`src/rtl/calc_display.sv`:
```
// Display stage after the calculator core: stores digit writes and scans them
// onto a common-anode 7-segment display, masking everything with "Err" on error.
module calc_display #(
    parameter int NDIG     = 8,
    parameter int SCAN_DIV = 50000
) (
    input  logic            clock,
    input  logic            reset,
    input  logic            wr,
    input  logic [3:0]      data,
    input  logic [3:0]      position,
    input  logic            clr,
    input  logic [1:0]      status,
    output logic [NDIG-1:0] an,
    output logic [6:0]      seg
);

    localparam int IW = $clog2(NDIG);
    localparam int DW = $clog2(SCAN_DIV);
    localparam logic [3:0] BLANK = 4'd15;

    logic [3:0]    digit [NDIG];
    logic [DW-1:0] div;
    logic [IW-1:0] idx;
    logic          wr_hit;
    logic [3:0]    shown;
    logic [6:0]    seg_next;

    always_comb begin
        wr_hit = wr && (int'(position) < NDIG);
    end

    // Error override only masks the selected code; stored digits stay intact.
    always_comb begin
        shown = digit[idx];
        if (status == 2'b10) begin
            if (int'(idx) <= 1)
                shown = 4'd12;
            else if (int'(idx) == 2)
                shown = 4'd11;
            else
                shown = BLANK;
        end
    end

    always_comb begin
        seg_next = 7'h7F;
        case (shown)
            4'd0:    seg_next = 7'h40;
            4'd1:    seg_next = 7'h79;
            4'd2:    seg_next = 7'h24;
            4'd3:    seg_next = 7'h30;
            4'd4:    seg_next = 7'h19;
            4'd5:    seg_next = 7'h12;
            4'd6:    seg_next = 7'h02;
            4'd7:    seg_next = 7'h78;
            4'd8:    seg_next = 7'h00;
            4'd9:    seg_next = 7'h10;
            4'd10:   seg_next = 7'h3F;
            4'd11:   seg_next = 7'h06;
            4'd12:   seg_next = 7'h2F;
            default: seg_next = 7'h7F;
        endcase
    end

    always_ff @(posedge clock) begin
        if (reset) begin
            for (int unsigned i = 0; i < NDIG; i++)
                digit[i] <= BLANK;
            div <= '0;
            idx <= '0;
            an  <= '1;
            seg <= 7'h7F;
        end else begin
            if (clr) begin
                for (int unsigned i = 0; i < NDIG; i++)
                    digit[i] <= BLANK;
            end else if (wr_hit) begin
                digit[position[IW-1:0]] <= data;
            end

            if (div == DW'(SCAN_DIV - 1)) begin
                div <= '0;
                idx <= (idx == IW'(NDIG - 1)) ? '0 : idx + 1'b1;
            end else begin
                div <= div + 1'b1;
            end

            an  <= ~({{(NDIG-1){1'b0}}, 1'b1} << idx);
            seg <= seg_next;
        end
    end

endmodule

```
`config.mk`:
```
export PLATFORM = sky130hd
export DESIGN_NAME = calc_display
export DESIGN_NICKNAME = d
export VERILOG_FILES = /design/src/rtl/calc_display.sv
export SDC_FILE = /design/constraint.sdc
export NUM_CORES = 1
export LEC_CHECK = 0
export ABC_AREA = 1
export CAP_MARGIN = 40
export CORE_MARGIN = 8
export CORE_UTILIZATION = 60
export CTS_BUF_LIST = sky130_fd_sc_hd__clkbuf_2
export DETAILED_ROUTE_END_ITERATION = 8
export PLACE_DENSITY_LB_ADDON = 0.2
export SLEW_MARGIN = 25
export SYNTH_ARGS = -nofsm -noshare
export SYNTH_HDL_FRONTEND = slang
export SYNTH_SLANG_ARGS = --single-unit
```
`constraint.sdc`:
```
create_clock -name clock -period 2.1 [get_ports clock]
set_input_delay 0.42 -clock clock [delete_from_list [all_inputs] [get_ports clock]]
set_output_delay 0.42 -clock clock [all_outputs]
set_load 0.02 [all_outputs]
```
==> flow_summary.yaml <==
outcome:
  outcome: "complete, no violations"
clock_tree:
  clock_sinks: 69
  cts-root-buf: "clkbuf_2"
  cts_setup_buffers: 0
  tritoncts: "done"
  clock_path_buffers: 2
  h-tree-depth: 3
  hold_buffers: 0
  cts_buffers: 9
  cts_resized: 0
  insertion_delay_ns: 0.50
  cts.reportedPaths.clkPinSlew_ns: 0.21
grt:
  grt_usage_pct: 17.7
  grt_pass1_wl_mm: 11.9
  gr-total-overflow: 0
  antenna_found_initial: 0
  grt_pass1_vias: 2656
  grt_max_degree: 17
logic_synthesis:
  yosysUniqueCellTypes: 36
  synthMuxAreaShare_pct: 0
  yosys_warnings: 0
  syn_nets: 414
  ys_seq_elements: 69
  synth_compound_area_share_pct: 5.64
  syn-cell-area_sq_um: 3390
  synth_top_family_by_area: "simple AND/OR/NAND/NOR gates"
  synth_xor_area_share_pct: 0.258
  syn_area_per_cell_sq_um: 8.77
  synthCells: 387
  yosys.area_share.simple_pct: 31.6
  synth_adder_area_share_pct: 4.79
  yosysSeqAreaShare_pct: 50.1
pwr:
  leakage_nw: 1.54
  power_density_nw_per_um2: 629
  power_mw: 2.48
  vdd_ir_drop_max_uv: 555
setup_path:
  worstPathRequired_ns: 1.68
  path_class: "flop to output port"
  path_delay_family: "buffers and inverters"
  start_kind: "flop"
  path_max_fanout: 1
  end_kind: "output port"
  rr_worst_depth: 13
  cp.arrival_ns: 1.47
  crit_buf_inv: 1
  slowest_delay_ns: 0.60
  reg2reg_to: "seg[4]$_SDFF_PP1_"
  path_cells: "clkdlybuf4s50_1"
  r2r_setup_slack_ns: 0.21
  crit_slowest_cell: "clkdlybuf4s50_1"
floorplanning:
  fp.dieW_um: 91.2
  dieArea_sq_um: 8320
  initial_core_util_pct: 62.0
  ios: 29
  die_h_um: 91.2
  core_sq_um: 5470
  row_count: 27
drt:
  antenna_left: 0
  routed_wl_mm: 7.02
  drc: 0
  vias_per_cell: 5.36
  first_pass_iters: 4
  wl_per_cell_um: 13.7
  drt_iter0_markers: 185
  vias: 2748
final_layout:
  final_cell_mix: "101 x nand2_1, 43 x inv_1, 42 x nand3_1"
  area_growth_pct: 16.3
  layout-drive-gt1-share_pct: 16.1
  layout_commonest_cell: "nand2_1"
  fin_nets: 463
  antenna_cells: 0
placed_design:
  place.gp.congestion: 0.855
  dp_hpwl_mm: 5.21
  place_ws_ns: -0.0755
  io_buffer_count: 28
timing:
  postLayoutSetupSlackWorst_ns: 0.215
  worst_pin_slew_ns: 0.381
  slew_headroom_pct: 74.4
  fin_skew_ns: 0.0325
  fmax_mhz: 530
  fin_crit_sh_pct: 89.8
  grt_setup_unrepaired: "false"
  slew_violations: 0
  min_period_ns: 1.89
  setup_violations: 0
  hold_violations: 0
worst_hold_path:
  min_path_cells: 1
  hold_start: "div[0]$_SDFF_PP0_"
  holdPathEnd: "div[0]$_SDFF_PP0_"
  min_path_type: "flop to flop"
job:
  maxCapViolCount: 0
## area by class of cell
cell class	count	area (sq um)
fill	433	1530
tap	72	90.1
timing repair buffer	44	400
inverter	52	198
sequential	69	1700
multi-input combinational	260	1440
clock buffer	9	45.0
clock inverter	7	73.8
## stage by stage
stage	instance area, sq um	util (%)	TNS, ns	std cells	hold WS [ns]
3_5_place_dp	3830	69.9	-0.226	497	0.442
3_3_place_gp	3830	69.9	0	497	0.440
5_1_grt	3950	72.1	0	513	0.503
2_1_floorplan	3390	-	0	387	0.427
4_1_cts	3950	72.1	0	513	0.475
6_report	3950	72.1	0	513	0.473
## registers in the layout, summed over array words and instances, names as in the netlist, named ones only
signal	cells
seg	7
digit	32
idx	3
an	8
div	16
## worst max-delay path by stage
stage                                  from                end  slack [ns]  cells after the start
final                     seg[6]$_SDFF_PP1_             seg[6]        0.21                      1
after global routing                   flop  seg[4]$_SDFF_PP1_        0.01                     13
after CTS                 seg[6]$_SDFF_PP1_             seg[6]        0.18                      1
after detailed placement          status[1]  seg[4]$_SDFF_PP1_       -0.08                     12
after global placement            status[1]  seg[4]$_SDFF_PP1_        0.02                     12
after floorplan                        flop  seg[4]$_SDFF_PP1_        0.38                     14
## report_power, final
part	internal, mW	switching (mW)
combinational	0.0976	0.139
clock	0.279	0.500
sequential	1.45	0.0156
total	1.83	0.654
## layer usage
layer	vias up	track usage, %	part of all wire (%)
met5	-	0	0
met4	0	10.5	3.0
met3	25	4.28	5.4
met2	82	29.9	49
met1	1280	19.8	42
li1	1361	-	-
## logic make-up after synthesis
family / Yosys count
buf+inv: 58
fa+ha+maj: 13
flops: 69
xor+xnor: 1
simple gates: 216
compound gates: 30
## cells in the mapped netlist
master | number | area [sq um]
xor2_1 | 1 | 8.76
nand2_2 | 1 | 6.26
a21oi_1 | 6 | 30.0
nand3b_4 | 1 | 20.0
nor2_1 | 33 | 124
or2_2 | 1 | 6.26
inv_1 | 43 | 161
a21oi_4 | 1 | 16.3
nand3_4 | 2 | 35.0
dfxtp_1 | 37 | 741
nand2_1 | 101 | 379
clkbuf_1 | 1 | 3.75
nor2_4 | 2 | 22.5
nand4_4 | 1 | 21.3
o31ai_1 | 1 | 7.51
nor3_1 | 7 | 35.0
nor4_1 | 2 | 12.5
nor2_2 | 5 | 31.3
nor3b_1 | 3 | 22.5
nand2_4 | 3 | 33.8
edfxtp_1 | 32 | 961
a21oi_2 | 6 | 52.6
nor4_4 | 1 | 21.3
ha_1 | 13 | 163
nand3_1 | 42 | 210
o21a_1 | 2 | 15.0
buf_4 | 3 | 22.5
nand3_2 | 2 | 20.0
o21ai_0 | 14 | 70.1
buf_12 | 1 | 20.0
inv_4 | 1 | 6.26
inv_2 | 8 | 30.0
buf_6 | 1 | 11.3
nand3b_1 | 1 | 7.51
nor3_2 | 4 | 40.0
nand4_1 | 4 | 25.0
(Power assumes the default switching activity.)
